==> config.mk <==
export PLATFORM = sky130hd
export DESIGN_NAME = freqdetect
export DESIGN_NICKNAME = d
export VERILOG_FILES = /design/src/rtl/freqdetect.sv
export SDC_FILE = /design/constraint.sdc
export NUM_CORES = 1
export LEC_CHECK = 0
export BUFFER_PORTS_ARGS = -buffer_cell sky130_fd_sc_hd__buf_4
export CAP_MARGIN = 10
export CORE_MARGIN = 2
export CORE_UTILIZATION = 55
export DETAILED_ROUTE_END_ITERATION = 8
export PLACE_DENSITY = 0.73
export SETUP_SLACK_MARGIN = 0.05
export SLEW_MARGIN = 5
export SYNTH_ARGS = -nofsm -noshare
export SYNTH_HDL_FRONTEND = slang
export SYNTH_SLANG_ARGS = --single-unit
==> constraint.sdc <==
create_clock -name clk -period 4.5 [get_ports clk]
set_clock_uncertainty 0.2 [all_clocks]
set_input_delay 0.9 -clock clk [delete_from_list [all_inputs] [get_ports clk]]
set_output_delay 0.9 -clock clk [all_outputs]
set_load 0.1 [all_outputs]
==> src/rtl/freqdetect.sv <==
// Dominant-frequency detector: scans FFT RAM 1 over [LOBIN, HIBIN] for the bin of
// largest re^2+im^2 and parks the RAM read address on that bin for the weighting stage.
module freqdetect #(
    parameter int unsigned LOBIN  = 1,
    parameter int unsigned HIBIN  = 511,
    parameter int unsigned THRESH = 0
) (
    input  logic        clk,
    input  logic        reset,
    input  logic        fftdone,
    input  logic [27:0] ramq1,
    output logic [9:0]  rdaddr1,
    output logic [9:0]  maxbin,
    output logic [27:0] maxpwr,
    output logic        detectdone,
    output logic        nodetect,
    output logic        busy
);

    localparam logic [1:0] IDLE     = 2'd0;
    localparam logic [1:0] SCAN     = 2'd1;
    localparam logic [1:0] DRAIN    = 2'd2;
    localparam logic [1:0] COMPLETE = 2'd3;

    localparam logic [9:0]  LO = 10'(LOBIN);
    localparam logic [9:0]  HI = 10'(HIBIN);
    localparam logic [27:0] TH = 28'(THRESH);

    logic [1:0]  state;
    logic        draincnt;
    logic [1:0]  vld;
    logic [9:0]  bin_d1;
    logic [9:0]  bin_d2;

    logic signed [13:0] re;
    logic signed [13:0] im;
    logic signed [27:0] re_sq;
    logic signed [27:0] im_sq;
    logic [27:0]        pwr;

    logic        upd;
    logic [27:0] nxt_pwr;
    logic [9:0]  nxt_bin;

    assign re = ramq1[27:14];
    assign im = ramq1[13:0];

    // Each square is non-negative and at most 2^26, so the 28-bit sum never overflows.
    assign re_sq = re * re;
    assign im_sq = im * im;
    assign pwr   = re_sq + im_sq;

    assign busy = (state == SCAN) || (state == DRAIN);

    always_comb begin
        upd     = vld[1] && (pwr > maxpwr);
        nxt_pwr = upd ? pwr : maxpwr;
        nxt_bin = upd ? bin_d2 : maxbin;
    end

    always_ff @(posedge clk or negedge reset) begin
        if (!reset) begin
            state      <= IDLE;
            draincnt   <= 1'b0;
            vld        <= '0;
            bin_d1     <= '0;
            bin_d2     <= '0;
            rdaddr1    <= '0;
            maxbin     <= '0;
            maxpwr     <= '0;
            detectdone <= 1'b0;
            nodetect   <= 1'b0;
        end else begin
            detectdone <= 1'b0;
            nodetect   <= 1'b0;
            vld        <= {vld[0], state == SCAN};
            bin_d1     <= rdaddr1;
            bin_d2     <= bin_d1;
            maxpwr     <= nxt_pwr;
            maxbin     <= nxt_bin;
            case (state)
                IDLE, COMPLETE: begin
                    if (fftdone && !detectdone && !nodetect) begin
                        state   <= SCAN;
                        rdaddr1 <= LO;
                        maxpwr  <= '0;
                        maxbin  <= LO;
                    end
                end
                SCAN: begin
                    if (rdaddr1 == HI) begin
                        state    <= DRAIN;
                        draincnt <= 1'b0;
                    end else begin
                        rdaddr1 <= rdaddr1 + 10'd1;
                    end
                end
                DRAIN: begin
                    // The last word is compared in this same cycle, so decide on the next-value max.
                    if (draincnt) begin
                        if (nxt_pwr > TH) begin
                            state      <= COMPLETE;
                            detectdone <= 1'b1;
                            rdaddr1    <= nxt_bin;
                        end else begin
                            state    <= IDLE;
                            nodetect <= 1'b1;
                        end
                    end else begin
                        draincnt <= 1'b1;
                    end
                end
                default: state <= IDLE;
            endcase
        end
    end

endmodule

==> results.sh <==
export IMPL_yosys_area_top_type="fa_1"
export IMPL_cp_top_family="adder cells"
export IMPL_ys_ff_latch=75
export IMPL_grtUsageTotal_pct=26.93
export IMPL_cp_common_cell="fa_1"
export IMPL_finalSetupTns_ns=-238.90
export IMPL_synth_simple_area_share_pct=11.17
export IMPL_regArea_sq_mm=0.001877
export IMPL_multi_input_area_sq_mm=0.01445
export IMPL_drt_iter0_markers=632
export IMPL_gr_total_overflow=0
export IMPL_rsz0062_at_grt="true"
export IMPL_design_die_area_sq_mm=0.03314
export IMPL_synth_compound_area_share_pct=5.195
export IMPL_cts_tree="yes"
export IMPL_die_w_um=182.1
export IMPL_cpPeakStageDelay_ns=0.57
export IMPL_synth_xor_area_share_pct=2.964
export IMPL_tightest_slew_ns=0.9189
export IMPL_clk_latency_ns=0.34
export IMPL_grt_max_degree=76
export IMPL_synthFlopType="dfrtp_1"
export IMPL_path_class="in -> reg"
export IMPL_clk_pin_slew_ns=0.06
export IMPL_grt_antenna_before_repair=0
export IMPL_seq_area_frac_synth_pct=10.76
export IMPL_drt_total_wl_um=43240
export IMPL_cp_slowest_cell="fa_2"
export IMPL_synthTopCellsByArea="fa_1, ha_1, dfrtp_1"
export IMPL_fmax_ghz=0.1024
export IMPL_synth_top_family_by_area="adder cells"
export IMPL_failed_checks="setup timing"
export IMPL_period_minus_slack_ns=9.766
export IMPL_start_util_pct=55.54
export IMPL_cts_path_max_buffers=2
export IMPL_core_sq_mm=0.03139
export IMPL_num_rows=65
export IMPL_port_buffers=81
export IMPL_status="finished, violations left"
export IMPL_slew_headroom_pct=38.74
export IMPL_cts_root_buf="clkbuf_16"
export IMPL_drive_above_1_share_pct=26.88
export IMPL_worstPathRequired_ns=4.53
export IMPL_path_max_fanout=6
export IMPL_netlist_area_sq_mm=0.01744
export IMPL_num_vias=13390
export IMPL_yosys_warnings=0
export IMPL_fin_nets=2705
export IMPL_die_h_um=182.1
export IMPL_cts_htree_levels=3
export IMPL_synthesis_nets=2346
export IMPL_postLayoutSetupSlackWorst_ns=-5.266
export IMPL_wl_per_cell_um=17.09
export IMPL_yosys_top_cells_count="inv_1, fa_1, ha_1, nand2_1, nor2_1"
export IMPL_nFillCells=2227
export IMPL_ys_async_sr_fraction_pct=100.0
export IMPL_drt_antenna_violating_nets=0
export IMPL_ioPinCount=82
export IMPL_synth_most_common_cell="inv_1"
export IMPL_drc=0
export IMPL_num_antenna_cells=0
export IMPL_syn_to_final_growth_pct=27.31
export IMPL_synth_top_area_share_pct=45.69
export IMPL_drv_slew=0
export IMPL_synth_edf_count=0
export IMPL_cts_sinks=75
export IMPL_start_kind="input port"
export IMPL_gp_congestion=0.9003
export IMPL_setup_viol=52
export IMPL_fin_util_pct=70.71
export IMPL_maxCapViolations=0
export IMPL_cp_arrival_ns=9.79
export IMPL_synthMuxAreaShare_pct=2.332
export IMPL_via_per_inst=5.291
export IMPL_hpwlAfterDp_um=35980
export IMPL_hp_class="reg -> reg"
export IMPL_grt_pass1_wl_um=71060
export IMPL_cp_num_buf_inv=7
export IMPL_first_pass_iters=5
export IMPL_cp_end_kind="register"
export IMPL_syn_avg_cell_area_sq_um=9.885
export IMPL_synth_adder_area_share_pct=56.67
export IMPL_cts_made_buffers=9
export IMPL_hold_violations=0
export IMPL_grt_pass1_vias=14750
export IMPL_syn_inst=1764
export IMPL_ys_types=60
export IMPL_post_route_period_util_pct=217.0
==> cell type report <==
cell class                 count  share of cell area [%]
tap                          402                   2.266
inverter                     456                   7.868
multi-input combinational   1183                   65.08
timing repair buffer         398                   14.85
clock inverter                 5                  0.3833
clock buffer                  11                   1.093
sequential                    75                   8.455
==> path summary, 6_finish.rpt <==
| path | start | end | slack (ns) | depth (start not counted) |
|---|---|---|---|---|
| max in group asynchronous | reset | maxpwr[4] | 3.01 | 1 |
| hold reg to reg | bin_d1[1] | bin_d2[1] | 0.15 | 0 |
| hold / removal | bin_d1[1] | bin_d2[1] | 0.15 | 0 |
| setup reg to reg | maxpwr[13] | rdaddr1[0] | 0.61 | 13 |
| setup / recovery | ramq1[19] | rdaddr1[0] | -5.27 | 35 |
| min in group asynchronous | reset | bin_d2[4] | 0.49 | 1 |
==> flip-flops by register name, indices dropped and copies added, names as in the netlist <==
register and flops:
bin_d1 10, rdaddr1 10, maxbin 10, vld 2, draincnt 1, state 2, nodetect 1, bin_d2 10
detectdone 1, maxpwr 28
==> metal layers <==
layer / GRT usage, % / wire length (um)
met5: 0 / 0
met4: 6.774 / 1270
met3: 2.774 / 1718
met2: 50.06 / 23500
met1: 33.72 / 16750
==> cells by family after synthesis <==
| logic type | count (synthesis) |
|---|---|
| buffers and inverters | 506 |
| flip-flops | 75 |
| multiplexers | 40 |
| XOR/XNOR | 59 |
| AND/OR/NAND/NOR | 399 |
| AO/OA/AOI/OAI | 134 |
| adder cells (fa/ha/maj) | 551 |
==> what timing repair did <==
action,CTS,global route
gates resized for setup,117,83
pin swaps,54,65
endpoints found under the setup margin,52,52
hold buffers,0,0
cloned,0,2
setup buffers,22,20
==> cell usage in the layout, fill, tap and decap left out, types with 7 or more instances in the layout <==
cell / n
nor2_1: 88
nand4_1: 14
mux2i_1: 23
inv_2: 15
fa_1: 375
inv_1: 429
and2_1: 77
xnor2_1: 45
dfrtp_1: 75
nand2_1: 118
mux2i_4: 11
clkbuf_16: 11
o21ai_0: 12
a21oi_2: 7
xor2_1: 12
and2_4: 7
ha_1: 137
a21o_1: 13
and3_1: 9
nand3_1: 10
buf_12: 11
nor3_1: 7
ha_4: 16
a21oi_1: 25
buf_4: 359
buf_6: 19
o21a_1: 7
nand2b_1: 9
fa_2: 23
==> per-stage QoR <==
step	worst slack (ns)	hold slack, ns	instance area [sq um]	cells
final	-5.266	0.1505	22200	2530
after global routing	-5.556	0.1581	22200	2530
after detailed placement	-5.829	0.1363	20640	2471
after CTS	-5.222	0.1501	21600	2509
after global placement	-5.501	0.1311	20640	2471
after floorplan	-5.051	0.1312	17670	1764
Power is left out: the tool's default activity adds up to more than one toggle a clock period on the data nets, which glitch-free logic cannot reach.
